## src/rtl/uart_frame_parser.sv

```systemverilog
// uart_frame_parser: assembles UART bytes into HEADER/CMD/LEN/PAYLOAD/CHK
// frames, checks the sum and exposes command, length and payload buffer.
module uart_frame_parser #(
    parameter int         CLK_FREQ     = 50000000,
    parameter int         UART_BPS     = 9600,
    parameter logic [7:0] HEADER       = 8'hAA,
    parameter int         MAX_LEN      = 16,
    parameter int         TIMEOUT_BITS = 30
) (
    input  logic       clk,
    input  logic       rst_n,
    input  logic [7:0] uart_data,
    input  logic       uart_done,
    input  logic [7:0] rd_addr,
    output logic [7:0] rd_data,
    output logic       frame_valid,
    output logic [7:0] frame_cmd,
    output logic [7:0] frame_len,
    output logic       frame_err,
    output logic [1:0] err_code,
    output logic       busy
);

    localparam int BPS_CNT     = CLK_FREQ / UART_BPS;
    localparam int TIMEOUT_CYC = BPS_CNT * TIMEOUT_BITS;
    localparam int TO_W        = $clog2(TIMEOUT_CYC + 1);
    localparam int IDX_W       = (MAX_LEN > 1) ? $clog2(MAX_LEN) : 1;

    localparam logic [7:0]      MAX_LEN_B = 8'(MAX_LEN);
    localparam logic [TO_W-1:0] TO_LIM    = TO_W'(TIMEOUT_CYC);

    localparam logic [1:0] ERR_CHK = 2'd1;
    localparam logic [1:0] ERR_LEN = 2'd2;
    localparam logic [1:0] ERR_TO  = 2'd3;

    typedef enum logic [2:0] {
        S_HUNT,
        S_CMD,
        S_LEN,
        S_PAYLOAD,
        S_CHK
    } state_t;

    state_t state;
    state_t state_nxt;

    logic            uart_done_d;
    logic            byte_stb;
    logic [7:0]      cmd_r;
    logic [7:0]      len_r;
    logic [7:0]      wr_idx;
    logic [7:0]      sum_r;
    logic [TO_W-1:0] to_cnt;
    logic            timeout;

    logic       sum_clr;
    logic       sum_add;
    logic       cmd_ld;
    logic       len_ld;
    logic       pay_wr;
    logic       idx_clr;
    logic       idx_inc;
    logic       ok_set;
    logic       err_set;
    logic [1:0] err_nxt;

    logic [7:0] mem [MAX_LEN];

    assign byte_stb = uart_done & ~uart_done_d;
    assign timeout  = (state != S_HUNT) && (to_cnt == TO_LIM);
    assign busy     = (state != S_HUNT);

    // Delay the receiver flag so a long-held flag yields a single strobe
    always_ff @(posedge clk or negedge rst_n) begin
        if (!rst_n) begin
            uart_done_d <= 1'b0;
        end else begin
            uart_done_d <= uart_done;
        end
    end

    // FSM state register
    always_ff @(posedge clk or negedge rst_n) begin
        if (!rst_n) begin
            state <= S_HUNT;
        end else begin
            state <= state_nxt;
        end
    end

    // Next state and datapath controls; a byte strobe beats a timeout
    always_comb begin
        state_nxt = state;
        sum_clr   = 1'b0;
        sum_add   = 1'b0;
        cmd_ld    = 1'b0;
        len_ld    = 1'b0;
        pay_wr    = 1'b0;
        idx_clr   = 1'b0;
        idx_inc   = 1'b0;
        ok_set    = 1'b0;
        err_set   = 1'b0;
        err_nxt   = 2'd0;
        if (byte_stb) begin
            unique case (state)
                S_HUNT: begin
                    if (uart_data == HEADER) begin
                        sum_clr   = 1'b1;
                        state_nxt = S_CMD;
                    end
                end
                S_CMD: begin
                    cmd_ld    = 1'b1;
                    sum_add   = 1'b1;
                    state_nxt = S_LEN;
                end
                S_LEN: begin
                    len_ld  = 1'b1;
                    sum_add = 1'b1;
                    if (uart_data > MAX_LEN_B) begin
                        err_set   = 1'b1;
                        err_nxt   = ERR_LEN;
                        state_nxt = S_HUNT;
                    end else if (uart_data == 8'd0) begin
                        state_nxt = S_CHK;
                    end else begin
                        idx_clr   = 1'b1;
                        state_nxt = S_PAYLOAD;
                    end
                end
                S_PAYLOAD: begin
                    pay_wr  = 1'b1;
                    sum_add = 1'b1;
                    if (wr_idx == len_r - 8'd1) begin
                        state_nxt = S_CHK;
                    end else begin
                        idx_inc = 1'b1;
                    end
                end
                S_CHK: begin
                    if (uart_data == sum_r) begin
                        ok_set = 1'b1;
                    end else begin
                        err_set = 1'b1;
                        err_nxt = ERR_CHK;
                    end
                    state_nxt = S_HUNT;
                end
                default: begin
                    state_nxt = S_HUNT;
                end
            endcase
        end else if (timeout) begin
            err_set   = 1'b1;
            err_nxt   = ERR_TO;
            state_nxt = S_HUNT;
        end
    end

    // Frame fields, write index and running checksum
    always_ff @(posedge clk or negedge rst_n) begin
        if (!rst_n) begin
            cmd_r  <= 8'd0;
            len_r  <= 8'd0;
            wr_idx <= 8'd0;
            sum_r  <= 8'd0;
        end else begin
            if (cmd_ld) begin
                cmd_r <= uart_data;
            end
            if (len_ld) begin
                len_r <= uart_data;
            end
            if (idx_clr) begin
                wr_idx <= 8'd0;
            end else if (idx_inc) begin
                wr_idx <= wr_idx + 8'd1;
            end
            if (sum_clr) begin
                sum_r <= 8'd0;
            end else if (sum_add) begin
                sum_r <= sum_r + uart_data;
            end
        end
    end

    // Inter-byte timeout counter, idle in HUNT and cleared by each byte
    always_ff @(posedge clk or negedge rst_n) begin
        if (!rst_n) begin
            to_cnt <= '0;
        end else if (state == S_HUNT || byte_stb || timeout) begin
            to_cnt <= '0;
        end else begin
            to_cnt <= to_cnt + TO_W'(1);
        end
    end

    // Result pulses and held frame/error information
    always_ff @(posedge clk or negedge rst_n) begin
        if (!rst_n) begin
            frame_valid <= 1'b0;
            frame_err   <= 1'b0;
            err_code    <= 2'd0;
            frame_cmd   <= 8'd0;
            frame_len   <= 8'd0;
        end else begin
            frame_valid <= ok_set;
            frame_err   <= err_set;
            if (err_set) begin
                err_code <= err_nxt;
            end
            if (ok_set) begin
                frame_cmd <= cmd_r;
                frame_len <= len_r;
            end
        end
    end

    // Payload buffer write; contents survive reset
    always_ff @(posedge clk) begin
        if (pay_wr) begin
            mem[wr_idx[IDX_W-1:0]] <= uart_data;
        end
    end

    // Registered read port, zero outside the buffer
    always_ff @(posedge clk or negedge rst_n) begin
        if (!rst_n) begin
            rd_data <= 8'd0;
        end else if (rd_addr < MAX_LEN_B) begin
            rd_data <= mem[rd_addr[IDX_W-1:0]];
        end else begin
            rd_data <= 8'd0;
        end
    end

endmodule

```

## config.mk

```make
export PLATFORM = sky130hd
export DESIGN_NAME = uart_frame_parser
export DESIGN_NICKNAME = d
export VERILOG_FILES = /design/src/rtl/uart_frame_parser.sv
export SDC_FILE = /design/constraint.sdc
export NUM_CORES = 1
export LEC_CHECK = 0
export CELL_PAD_IN_SITES_DETAIL_PLACEMENT = 1
export CELL_PAD_IN_SITES_GLOBAL_PLACEMENT = 1
export CORE_MARGIN = 2
export CORE_UTILIZATION = 40
export DETAILED_ROUTE_END_ITERATION = 8
export PLACE_DENSITY_LB_ADDON = 0.3
export SYNTH_ARGS = -nofsm -noshare
export SYNTH_HDL_FRONTEND = slang
export SYNTH_SLANG_ARGS = --single-unit
```

## constraint.sdc

```tcl
create_clock -name clk -period 2.8 [get_ports clk]
set_clock_uncertainty 0.2 [all_clocks]
set_input_delay 0.56 -clock clk [delete_from_list [all_inputs] [get_ports clk]]
set_output_delay 0.56 -clock clk [all_outputs]
set_load 0.05 [all_outputs]
```

## Yosys cells after proc, flatten, opt, wreduce, memory -nomap -nowiden

Memory sizes are Yosys's and may differ from the RTL's.
Index checks and enable logic that the tools add are counted.

| word-level totals | value |
|---|---|
| register bits | 82 |
| bits in writable memories | 128 |
| input bits | 19 |
| word-level logic and storage cells | 89 |
| memories | 1 |

| cells by class | value |
|---|---|
| $add $sub $neg | 4 |
| order comparisons | 2 |
| eq/ne operators | 10 |
| mux-type cells | 46 |
| bitwise gates (word level) | 2 |
| reduce and logical (&&, ||, !) cells | 11 |

Memory list:

| name | depth | bits a word | rd ports | clocked after Yosys merged registers in | write ports | RTL line | text |
|---|---|---|---|---|---|---|---|
| mem | 16 | 8 | 1 | 0 | 1 | 67 | `logic [7:0] mem [MAX_LEN];` |

Operators by type and width:

| cell | number |
|---|---|
| 8-bit 2-to-1 mux | 5 |
| 1-bit 2-to-1 mux | 28 |
| 18-bit by 1-bit adder with 18-bit output (second input constant) | 1 |
| 18-bit == test (second input constant) | 1 |
| 18-bit 2-to-1 mux | 1 |
| 3-bit 2-to-1 mux | 6 |
| 8-bit == test | 2 |
| 3-bit case mux with 4 select lines | 1 |
| 8-bit by 1-bit adder with 8-bit output (second input constant) | 1 |
| 8-bit adder | 1 |
| 8-bit == test (second input constant) | 1 |
| 8-bit by 5-bit greater-than comparator with 1-bit output (second input constant) | 1 |
| 8-bit zero test | 1 |
| 8-bit by 5-bit less-than comparator with 1-bit output (second input constant) | 1 |
| 8-bit by 1-bit subtractor with 8-bit output (second input constant) | 1 |
| 3-bit by 2-bit == test with 1-bit output (second input constant) | 2 |
| 2-bit 2-to-1 mux | 3 |
| 3-bit inequality test (second input constant) | 2 |
| 2-bit nonzero test | 3 |
| 2-bit case mux with 2 select lines | 1 |
| 3-bit by 1-bit == test with 1-bit output (second input constant) | 1 |
| 3-bit == test (second input constant) | 1 |
| 3-bit zero test | 1 |
| 3-bit AND reduction | 1 |
| other kinds (7) | 8 |

## Logic depth before layout (Yosys ltp)

| logic depth | value |
|---|---|
| depth in word-level cells | 7 |
| gate-level depth with buffers | 9 |
| gate-level depth less buffers | 8 |

## Least setup slack after synthesis

Ideal clock, no wire load.

| timing path | value |
|---|---|
| path kind | input port to flip-flop |
| start | input port uart_done |
| end | memory mem[3][0] (enable) |
| arrival time | 2,286 ps |
| required time | 2,217 ps |
| path slack | -70 ps |
| stages | 6 |
| path through | nor2b_1 -> nor2b_1 -> and3_1 -> buf_2 -> nand2_1 -> nor3_1 |

| on the way | value |
|---|---|
| longest elaborated chain between the ends | 4 |

Ends and longest elaborated chain:

| what | RTL line | text |
|---|---|---|
| from (decl) | 13 | `input logic uart_done,` |
| 1-bit AND | 69 | `assign byte_stb = uart_done & ~uart_done_d;` |
| 1-bit 2-to-1 mux | 104 | `if (byte_stb) begin` |
| 1-bit 2-to-1 mux | 221 | `if (pay_wr) begin` |
| 1-bit 2-to-1 mux (not written as such) | 222 | `mem[wr_idx[IDX_W-1:0]] <= uart_data;` |
| to (decl) | 67 |  |

Every way passes these cells.

## Worst setup path after layout

| timing path | value |
|---|---|
| start | register len_r[1] |
| end | register wr_idx[7] |

| on the way | value |
|---|---|
| longest elaborated chain between the ends | 6 |

Ends and longest elaborated chain:

| what | RTL line | text |
|---|---|---|
| from (decl) | 50 | `logic [7:0] len_r;` |
| from (signal assigned) | 172 | `len_r <= uart_data;` |
| 8-bit by 1-bit subtractor with 8-bit output | 134 | `if (wr_idx == len_r - 8'd1) begin` |
| 8-bit == test | 134 |  |
| 1-bit 2-to-1 mux | 134 |  |
| 1-bit 2-to-1 mux | 105 | `unique case (state)` |
| 1-bit 2-to-1 mux | 104 |  |
| 2-bit nonzero test (no line) | n/a |  |
| to (signal assigned) | 177 | `wr_idx <= wr_idx + 8'd1;` |
| to (decl) | 51 | `logic [7:0] wr_idx;` |

Every way passes these cells.
A chain may end at the register's enable or synchronous reset.

==> impl_results.md <==
* Crit Path Category: reg2reg
* I/O pins at 48
* Area contributors post-synth: edfxtp_1 43%, dfrtp_1 23%, mux4_2 10%
* Register area at 5900 um2
* Core area at 21800 um2
* Top achievable clock speed at 0.360 GHz
* Synth Net Count at 593
* CP max FO at 13
* Port Buffer Count at 47
* Sequential fraction of the synthesis area at 66.3%
* Type of the most critical hold path: reg2reg
* GRT overflow at 0
* Routed WL at 21700 um
* Post-Syn Instances at 559
* FF-to-FF End: wr_idx[7]
* DP Worst Slack at -0.273 ns
* CTS buffer count at 24
* Ant diodes at 0
* Dpl hpwl at 14700 um
* Cell Area, Synth at 8890 um2
* Die area at 23400 um2
* Vias at 5290
* DRC marker count from the first detailed-route iteration at 264
* Top FF cell, synth: edfxtp_1
* Count of nets after finishing at 717
* Tot GR Track Use at 18.7%
* Num Clock Sinks at 210
* Design Power at 8.47 mW
* Setup TNS at 0 ns
* FF-to-FF path depth at 7
* Non-Filler Instances at 981
* WHS at 0.289 ns
* Drt first pass iters at 4
* Static leakage at 4.23 nW
* Hold Path Cell Cnt at 2
* Initial antenna violation count at 0
* Area delta synth->final at 24.0%
* Status: complete, no violations
* HP Start: err_code[1]
* Wire length per cell at 22.1 um
* Setup violations, final at 0
* RD Place Congestion at 0.798
* Placed insts at 936
* Placed Area at 10200 um2
* Final-report hold violation count at 0
* Required @ worst endpoint at 3.04 ns
* Die X-Extent at 153 um
* Final Slew Violations at 0
* Reg2Reg Setup Slack at 0.02 ns
* DR DRC count at 0
* Area occupied by multi-input gates at 2890 um2
* Fill count at 2131
* CTS tree: done
* # rows at 54
* Pwr per Cell Area at 768 nW/um2
* Clock latency on the worst-skew pair at 0.52 ns
* Crit path DAT at 3.01 ns
* Pin count of the biggest net entering global routing at 39
* Synth async-reset ratio at 39.0%
* Startpoint class of the critical path: register
* CTS root buf: clkbuf_16
* Clock transition at the registers of the reported paths at 0.06 ns
* Clk buf depth at 3
* Yosys top cell by area: edfxtp_1
* Yosys cell types at 54
* Max_cap viols at 0
* Post-synthesis register bit count at 210
* Max-Slew Margin vs Limit at 62.0%
* Final WS setup at 0.0226 ns
* Share of cells above drive strength 1 at 26.2%
* Synthesis Warnings at 0
* Worst setup EP type: register
* Crit path time final at 2.78 ns
* Final Cycle Share at 99.2%
* Actual slew at the worst max-slew pin at 0.563 ns
* EDFF count, synth at 128
* Fin area at 11000 um2
* Via-to-Cell Ratio at 5.39
* Initial core utilization at 40.8%
* Area share of the largest cell type after synthesis at 43.2%
* Htree depth at 1
* Post-CTS Setup Bufs at 0
* Hold EP: err_code[1]
* Synthesized area per cell at 15.9 um2
* Peak supply drop at 0.423 mV
* Die height at 153 um
* First-pass GRT wire length at 34000 um
* Vias in the first global route at 5912
* Reg2reg start: len_r[1]
* Final core utilization at 50.5%
* Antenna-violating nets left at 0
-- area by class of cell --
cell class | instances | area share, %
clock buffer | 34 | 5.88
clock inverter | 10 | 1.49
inverter | 11 | 0.374
multi-input combinational | 318 | 26.2
sequential | 210 | 53.5
tap | 280 | 3.18
timing repair buffer | 118 | 9.38
-- routing by layer --
layer	routed length, um	GRT usage [%]	up-vias
li1	-	-	2387
met1	9090	23.9	2752
met2	11300	33.5	111
met3	639	2.67	40
met4	647	5.20	0
met5	0	0	-
-- worst max-delay path, cell delays in order, from the launching register on --
cell and delay, ns:
dfrtp_1 0.39, or4_4 0.56, o221a_1 0.29, a311oi_2 0.26, a2111oi_2 0.11, buf_4 0.20
or4_1 0.54, a21oi_2 0.15
-- worst max-delay path by stage --
stage	start	slack, ns	to
global route	len_r[1]	-0.05	wr_idx[1]
finish	len_r[1]	0.02	wr_idx[7]
floorplan	rd_addr[0]	0.02	rd_data[0]
detailed placement	uart_data[0]	-0.27	sum_r[6]
global placement	uart_data[0]	-0.25	sum_r[6]
CTS	len_r[1]	0.003	wr_idx[7]
-- registers in the layout, indices dropped and copies added (netlist names) --
signal / flops
rd_data: 8
to_cnt: 18
frame_len: 8
frame_cmd: 8
frame_valid: 1
state: 3
err_code: 2
frame_err: 1
mem: 128
uart_done_d: 1
len_r: 8
wr_idx: 8
cmd_r: 8
sum_r: 8
-- kinds of logic after synthesis --
family	after synthesis	share of synthesized area (%)
flip-flops	210	66.3
AND/OR/NAND/NOR	152	8.92
multiplexers	71	14.0
AO/OA/AOI/OAI	46	3.83
XOR/XNOR	34	3.35
buffers and inverters	31	1.41
adder cells (fa/ha/maj)	15	2.19
-- cell usage in the layout (no fill, tap or decap), types with 3 or more instances in the layout --
master and n:
xor2_1 19, inv_1 11, and3_1 5, a21oi_1 10, or4_1 7, nor4b_1 3, clkinv_2 3, ha_1 14
dfrtp_1 82, nand2_1 31, mux4_2 40, a22o_1 7, bufinv_16 4, o211ai_1 3, nand4_1 6, nand3_1 11
buf_12 3, xnor2_1 15, clkdlybuf4s50_1 44, clkbuf_1 9, nor2_1 42, clkbuf_16 24, nor3_1 9, nand2b_1 5
buf_4 68, edfxtp_1 128, nor2b_1 12, o21ai_0 4, mux2_2 29, o31ai_1 5, nor4_1 3
-- what timing repair did --
item,4_1_cts,5_1_grt
hold buffers,1,0
resized for setup,1,3
pin swaps,0,1
endpoints found under the hold margin,35,0
setup endpoints to repair,1,5
-- cells in the mapped netlist, drive strengths merged (12+ instances only) --
library cell / number
edfxtp: 128
dfrtp: 82
nor2: 42
mux4: 40
nand2: 31
mux2: 29
xor2: 19
xnor2: 15
ha: 14
clkbuf: 13
nor2b: 12
-- power by group --
part,switching [mW],internal (mW)
sequential,0.234,3.53
clock,1.22,1.99
combinational,0.777,0.723
Power figures use the tool's default switching activity.
